--- src/rtl/uart_rx_fifo.sv ---
// UART receiver (16x oversampled, majority-voted bits) feeding a first-word
// fall-through receive FIFO with overrun and framing-error pulses.
module uart_rx_fifo #(
  parameter int CLK_HZ = 48000000,
  parameter int BAUD   = 115200,
  parameter int DEPTH  = 8
) (
  input  logic                     clk_48mhz,
  input  logic                     reset_n,
  input  logic                     uart_rx_in,
  input  logic                     rd_en,
  output logic [7:0]               rx_data,
  output logic                     rx_empty,
  output logic                     rx_full,
  output logic [$clog2(DEPTH):0]   rx_count,
  output logic                     frame_err,
  output logic                     overrun,
  output logic                     busy
);

  localparam int DIV   = (CLK_HZ + BAUD * 8) / (BAUD * 16);
  localparam int DIV_W = $clog2(DIV + 1);
  localparam int AW    = $clog2(DEPTH);
  localparam int CW    = AW + 1;

  typedef enum logic [2:0] {IDLE, START, DATA, STOP, WAIT_IDLE} state_t;

  state_t            state_q, state_d;
  logic              sync1_q, sync1_d, sync2_q, sync2_d, rx_prev_q, rx_prev_d;
  logic [DIV_W-1:0]  div_q, div_d;
  logic [4:0]        tick_cnt_q, tick_cnt_d;
  logic [2:0]        bit_idx_q, bit_idx_d;
  logic              s7_q, s7_d, s8_q, s8_d;
  logic [7:0]        shreg_q, shreg_d;
  logic [AW-1:0]     wr_ptr_q, wr_ptr_d, rd_ptr_q, rd_ptr_d;
  logic [CW-1:0]     count_q, count_d;
  logic              frame_err_q, frame_err_d, overrun_q, overrun_d;
  logic [7:0]        mem_q [DEPTH];

  logic rx_s, fall, tick, maj, push, bad_stop, pop, wr_ok, full_now;

  assign rx_s = sync2_q;
  assign fall = rx_prev_q & ~rx_s;
  assign tick = (div_q == DIV_W'(DIV - 1));
  assign maj  = (s7_q & s8_q) | (s7_q & rx_s) | (s8_q & rx_s);

  // State register
  always_ff @(posedge clk_48mhz or negedge reset_n) begin
    if (!reset_n) state_q <= IDLE;
    else          state_q <= state_d;
  end

  always_comb begin
    state_d = state_q;
    unique case (state_q)
      IDLE:      if (fall) state_d = START;
      START:     if (tick && tick_cnt_q == 5'd7) state_d = rx_s ? IDLE : DATA;
      DATA:      if (tick && tick_cnt_q == 5'd15 && bit_idx_q == 3'd7) state_d = STOP;
      STOP:      if (tick && tick_cnt_q == 5'd8) state_d = maj ? IDLE : WAIT_IDLE;
      WAIT_IDLE: if (tick && rx_s && tick_cnt_q == 5'd15) state_d = IDLE;
      default:   state_d = IDLE;
    endcase
  end

  always_comb begin
    busy     = (state_q != IDLE);
    push     = (state_q == STOP) && tick && (tick_cnt_q == 5'd8) && maj;
    bad_stop = (state_q == STOP) && tick && (tick_cnt_q == 5'd8) && !maj;
  end

  // Bit timing, sampling and shift register
  always_comb begin
    sync1_d    = uart_rx_in;
    sync2_d    = sync1_q;
    rx_prev_d  = rx_s;
    div_d      = (state_q == IDLE || tick) ? '0 : div_q + DIV_W'(1);
    tick_cnt_d = tick_cnt_q;
    bit_idx_d  = bit_idx_q;
    s7_d       = s7_q;
    s8_d       = s8_q;
    shreg_d    = shreg_q;
    unique case (state_q)
      IDLE: begin
        tick_cnt_d = '0;
        bit_idx_d  = '0;
      end
      START: if (tick) begin
        // 24 acts as -8: data bit 0 begins 8 ticks after the start-bit centre
        tick_cnt_d = (tick_cnt_q == 5'd7) ? 5'd24 : tick_cnt_q + 5'd1;
      end
      DATA, STOP: if (tick) begin
        if (tick_cnt_q == 5'd6) s7_d = rx_s;
        if (tick_cnt_q == 5'd7) s8_d = rx_s;
        if (tick_cnt_q == 5'd8 && state_q == DATA) shreg_d = {maj, shreg_q[7:1]};
        if (tick_cnt_q == 5'd15) begin
          tick_cnt_d = '0;
          bit_idx_d  = bit_idx_q + 3'd1;
        end else if (state_q == STOP && tick_cnt_q == 5'd8) begin
          tick_cnt_d = '0;
        end else begin
          tick_cnt_d = tick_cnt_q + 5'd1;
        end
      end
      WAIT_IDLE: if (tick) tick_cnt_d = rx_s ? tick_cnt_q + 5'd1 : 5'd0;
      default: tick_cnt_d = '0;
    endcase
  end

  // Receive FIFO
  always_comb begin
    full_now    = (count_q == CW'(DEPTH));
    pop         = rd_en && (count_q != '0);
    wr_ok       = push && (!full_now || pop);
    overrun_d   = push && full_now && !pop;
    frame_err_d = bad_stop;
    wr_ptr_d    = wr_ok ? wr_ptr_q + AW'(1) : wr_ptr_q;
    rd_ptr_d    = pop ? rd_ptr_q + AW'(1) : rd_ptr_q;
    unique case ({wr_ok, pop})
      2'b10:   count_d = count_q + CW'(1);
      2'b01:   count_d = count_q - CW'(1);
      default: count_d = count_q;
    endcase
  end

  always_ff @(posedge clk_48mhz or negedge reset_n) begin
    if (!reset_n) begin
      sync1_q     <= 1'b1;
      sync2_q     <= 1'b1;
      rx_prev_q   <= 1'b1;
      div_q       <= '0;
      tick_cnt_q  <= '0;
      bit_idx_q   <= '0;
      wr_ptr_q    <= '0;
      rd_ptr_q    <= '0;
      count_q     <= '0;
      frame_err_q <= 1'b0;
      overrun_q   <= 1'b0;
    end else begin
      sync1_q     <= sync1_d;
      sync2_q     <= sync2_d;
      rx_prev_q   <= rx_prev_d;
      div_q       <= div_d;
      tick_cnt_q  <= tick_cnt_d;
      bit_idx_q   <= bit_idx_d;
      wr_ptr_q    <= wr_ptr_d;
      rd_ptr_q    <= rd_ptr_d;
      count_q     <= count_d;
      frame_err_q <= frame_err_d;
      overrun_q   <= overrun_d;
    end
  end

  always_ff @(posedge clk_48mhz) begin
    s7_q    <= s7_d;
    s8_q    <= s8_d;
    shreg_q <= shreg_d;
    if (wr_ok) mem_q[wr_ptr_q] <= shreg_q;
  end

  assign rx_data   = mem_q[rd_ptr_q];
  assign rx_empty  = (count_q == '0);
  assign rx_full   = (count_q == CW'(DEPTH));
  assign rx_count  = count_q;
  assign frame_err = frame_err_q;
  assign overrun   = overrun_q;

endmodule

--- config.mk ---
export PLATFORM = sky130hd
export DESIGN_NAME = uart_rx_fifo
export DESIGN_NICKNAME = d
export VERILOG_FILES = /design/src/rtl/uart_rx_fifo.sv
export SDC_FILE = /design/constraint.sdc
export NUM_CORES = 1
export LEC_CHECK = 0
export CAP_MARGIN = 20
export CELL_PAD_IN_SITES_DETAIL_PLACEMENT = 0
export CELL_PAD_IN_SITES_GLOBAL_PLACEMENT = 1
export CORE_MARGIN = 10
export CORE_UTILIZATION = 46
export DETAILED_ROUTE_END_ITERATION = 10
export GPL_TIMING_DRIVEN = 0
export MAX_ROUTING_LAYER = met4
export PLACE_DENSITY = 0.78
export REMOVE_ABC_BUFFERS = 1
export SLEW_MARGIN = 0
export SYNTH_ARGS = -nofsm -noshare
export SYNTH_HDL_FRONTEND = slang
export SYNTH_SLANG_ARGS = --single-unit
--- constraint.sdc ---
create_clock -name clk_48mhz -period 2.7 [get_ports clk_48mhz]
set_clock_uncertainty 0.15 [all_clocks]
set_input_delay 0.27 -clock clk_48mhz [delete_from_list [all_inputs] [get_ports clk_48mhz]]
set_output_delay 0.27 -clock clk_48mhz [all_outputs]
set_load 0.005 [all_outputs]
==> impl_results.md <==
* Status: finished, final reports clean
* Netlist cell types at between 50 and 60
* Register area share after synthesis at approximately 66%
* Vias in the first global route at 2,431
* Worst slack, placed at -0.339 ns
* Leakage at approximately 1.9 nW
* Slew Limit Fails at 0
* Io pins at 21
* Pin count of the biggest net entering global routing at 32
* Hold Crit Class: primary input to flip-flop
* Gr usage total at 11.7%
* Slew @ Worst Pin at between 0.7 and 0.8 ns
* Mux contribution to synthesized area at 11.4%
* Pwr dens at approximately 810 mW/mm²
* Sw Pwr at 1.27 mW
* Routability cong. at 0.784
* FF-to-FF path depth at 8
* Int Pwr at 2.98 mW
* Worst hold margin at between 0.1 and 0.15 ns
* Die Width at 119 µm
* HPWL Detailed at 4.82 mm
* Initial antenna violation count at 0
* Reg2reg start: tick_cnt_q[0]$_DFFE_PN0P_
* Max_cap viols at 0
* Commonest non-fill, non-tap cell in the layout: edfxtp_1
* Synth Area in XOR/XNOR at approximately 1.9%
* Non-filler cells in the finished layout at around 460
* FP Rows at 36
* Clk slew on worst S/H paths at around 0.10 ns
* Later-pin clock latency in the skew report at about 0.37 ns
* Crit. Startpoint: rd_ptr_q[0]$_DFFE_PN0P_
* Clock root cell: clkbuf_8
* TritonCTS clock tree: yes
* Crit path DAT at approximately 2.2 ns
* Cells after synthesis at around 280
* Net switching fraction of the power at around 30%
* Total gr overflow at 0
* YS warnings at 0
* Adder and majority gate portion of the synthesized area at approximately 4.3%
* RSZ-0062 raised after global routing: yes
* Post-route clock period utilization at 96.5%
* Initial Util at between 40 and 50%
* Final Net Count at roughly 340
* Number of antenna diodes at 0
* Final setup vio count at 0
* Max Clock Freq at roughly 0.38 GHz
* Flop pwr share at 47.5%
* WS Path Type: flip-flop to output port
* Startpoint Class: flip-flop
* Via density at 5.32
* Die footprint at 0.0142 mm²
* First-pass GRT wire length at between 10 and 15 mm
* Die Ht at about 120 µm
* Core Region at between 0.009 and 0.01 mm²
* Most frequent cells in the layout: 74 x edfxtp_1, 26 x dfrtp_1, 18 x clkdlybuf4s50_1
* HP Start: uart_rx_in
* Port bufs at 20
* Area contributors post-synth: edfxtp_1 49%, dfrtp_1 16%, mux4_2 8.0%, ha_1 3.6%, mux2_2 2.5%
* Mapped cell area at roughly 0.0045 mm²
* Worst Path Max Fanout at 8
* Min Clock Period, post-route at ~2.6 ns
* Multi-input combinational cell area at between 0.001 and 0.0015 mm²
* Fillers at slightly below 800
* CTS Buf Count at 9
* Clock Path Buffers at 2
* Worst vdd ir at approximately 0.39 mV
* Asr flop ratio synth at between 20% and 30%
* Primary FF master, synth: edfxtp_1
* Wirelength per Cell at 17.0 µm
* H-Tree Depth at 3
* Combinational power share at 30.9%
* Synth Register Bits at about 110
* Share of layout cells above drive strength 1 at 26.8%
* Post-Syn Area per Cell at ~16 µm²
* Required time of the worst setup path at around 2.3 ns
* Drt drc at 0
* Final WS setup at ~0.094 ns
* Storage cell area at between 0.003 and 0.004 mm²
* DR iter-0 viols at 126
* Area Overhead vs Synth at 16.9%
* Drt pass-1 iters at 4
* Routed Antenna Nets at 0
* Hold Vio Cnt, Final at 0
* Top-area cell type share of the netlist area at 49.2%
* Worst Setup End Kind: output port
* Compound-Gate Fraction of Synth Area at 4.49%
* Clk sinks at 105
* Worst hold stages at 1
* Rel. slew slack at approximately 52%
* DR vias at between 2,000 and 2,500
* Clk pwr share at between 20% and 30%
* Synth Area in Simple Gates at 9.20%
* Placed insts at 425
* Total Wirelength at 7.77 mm
* EDFF count, synth at 74
* Largest family of logic cells by synthesized area: multiplexers
* Synth area leader: edfxtp_1
## per-layer routing
metal | wire length, µm | track usage [%] | vias up
met3 | 288 | 3.21 | 12
met5 | 0 | - | -
met4 | 122 | 4.35 | 0
met1 | 3230 | 13.0 | 1237
met2 | 4130 | 19.7 | 44
li1 | - | - | 1142
## sequential cells by signal, summed over array words and instances, names as in the netlist
register	count
rd_ptr_q	3
s7_q	1
wr_ptr_q	3
s8_q	1
rx_prev_d	1
frame_err	1
sync1_q	1
rx_prev_q	1
rx_count	4
bit_idx_q	3
mem_q	64
shreg_q	8
overrun	1
tick_cnt_q	5
div_q	5
state_q	3
## worst max-delay path, stage by stage, from the launching register on
cell and delay (ns):
dfrtp_4 0.44, buf_6 0.17, mux4_2 0.50, mux2_2 0.27, clkdlybuf4s50_1 0.44
## Yosys cell counts, types with 2 or more instances
master / count
nand2b_1: 5
nand3b_1: 2
o21ai_0: 6
nor2_1: 18
a21o_1: 2
xnor2_1: 7
a21oi_2: 2
a22o_1: 2
mux2_2: 10
buf_1: 2
nor3_1: 6
o21ai_1: 2
dfrtp_1: 28
xor2_1: 3
dfstp_2: 3
edfxtp_1: 74
mux2_4: 2
a21oi_1: 4
ha_1: 13
buf_4: 2
nand3_1: 12
buf_2: 3
inv_1: 10
buf_6: 2
mux4_2: 16
nand2_1: 16
nor3b_1: 2
## layout make-up
cell class	count	area share, %
Clock buffer	10	2.42
Clock inverter	6	1.07
Inverter	10	0.711
Multi-Input combinational cell	157	28.2
Sequential cell	105	57.0
Tap cell	133	3.15
Timing Repair Buffer	37	7.47
## path summary, 6_finish.rpt
kind	slack, ns	to
worst max-delay path	0.09	rx_data[4]
worst min-delay path	0.15	sync1_q$_DFF_PN1_
worst max register to register	0.16	mem_q[1][6]$_DFFE_PP_
worst min register to register	0.21	rx_prev_d$_DFF_PN1_
max in group asynchronous	1.54	rd_ptr_q[0]$_DFFE_PN0P_
min in group asynchronous	0.33	div_q[1]$_DFF_PN0_
## cells by family (layout without fill, tap and decap cells)
kind of cell,count (synthesis),in the layout
XOR/XNOR,10,10
multiplexers,29,29
adder cells (fa/ha/maj),15,15
flip-flops,105,105
AO/OA/AOI/OAI,28,28
buffers and inverters,20,63
AND/OR/NAND/NOR,75,75
## power groups by stage
stage	combinational (mW)	clock, mW	sequential (mW)
6_report	1.31	0.919	2.02
5_1_grt	1.45	1.01	2.05
4_1_cts	1.33	0.944	2.03
3_5_place_dp	1.19	0	2.13
3_3_place_gp	1.18	0	2.13
2_1_floorplan	0.786	0	2.04
## per-stage QoR
step / instance area [µm²] / utilization, % / TNS [ns] / power [mW]
after floorplan: 4450 / - / 0 / 2.83
after global placement: 4820 / 49.8 / -27.58 / 3.30
after detailed placement: 4820 / 49.8 / -20.86 / 3.31
after CTS: 5210 / 53.8 / -0.562 / 4.30
after global routing: 5280 / 54.5 / -0.0113 / 4.50
final: 5280 / 54.5 / 0 / 4.25
## repair_timing
| item | CTS | global route |
|---|---|---|
| setup endpoints to repair | 72 | 45 |
| pin swaps | 4 | 0 |
| endpoints found under the hold margin | 28 | 0 |
| gates resized for setup | 15 | 8 |
| hold buffers | 1 | 0 |
| buffers inserted | 10 | 5 |
No activity file was read; power rests on OpenSTA's default activity.
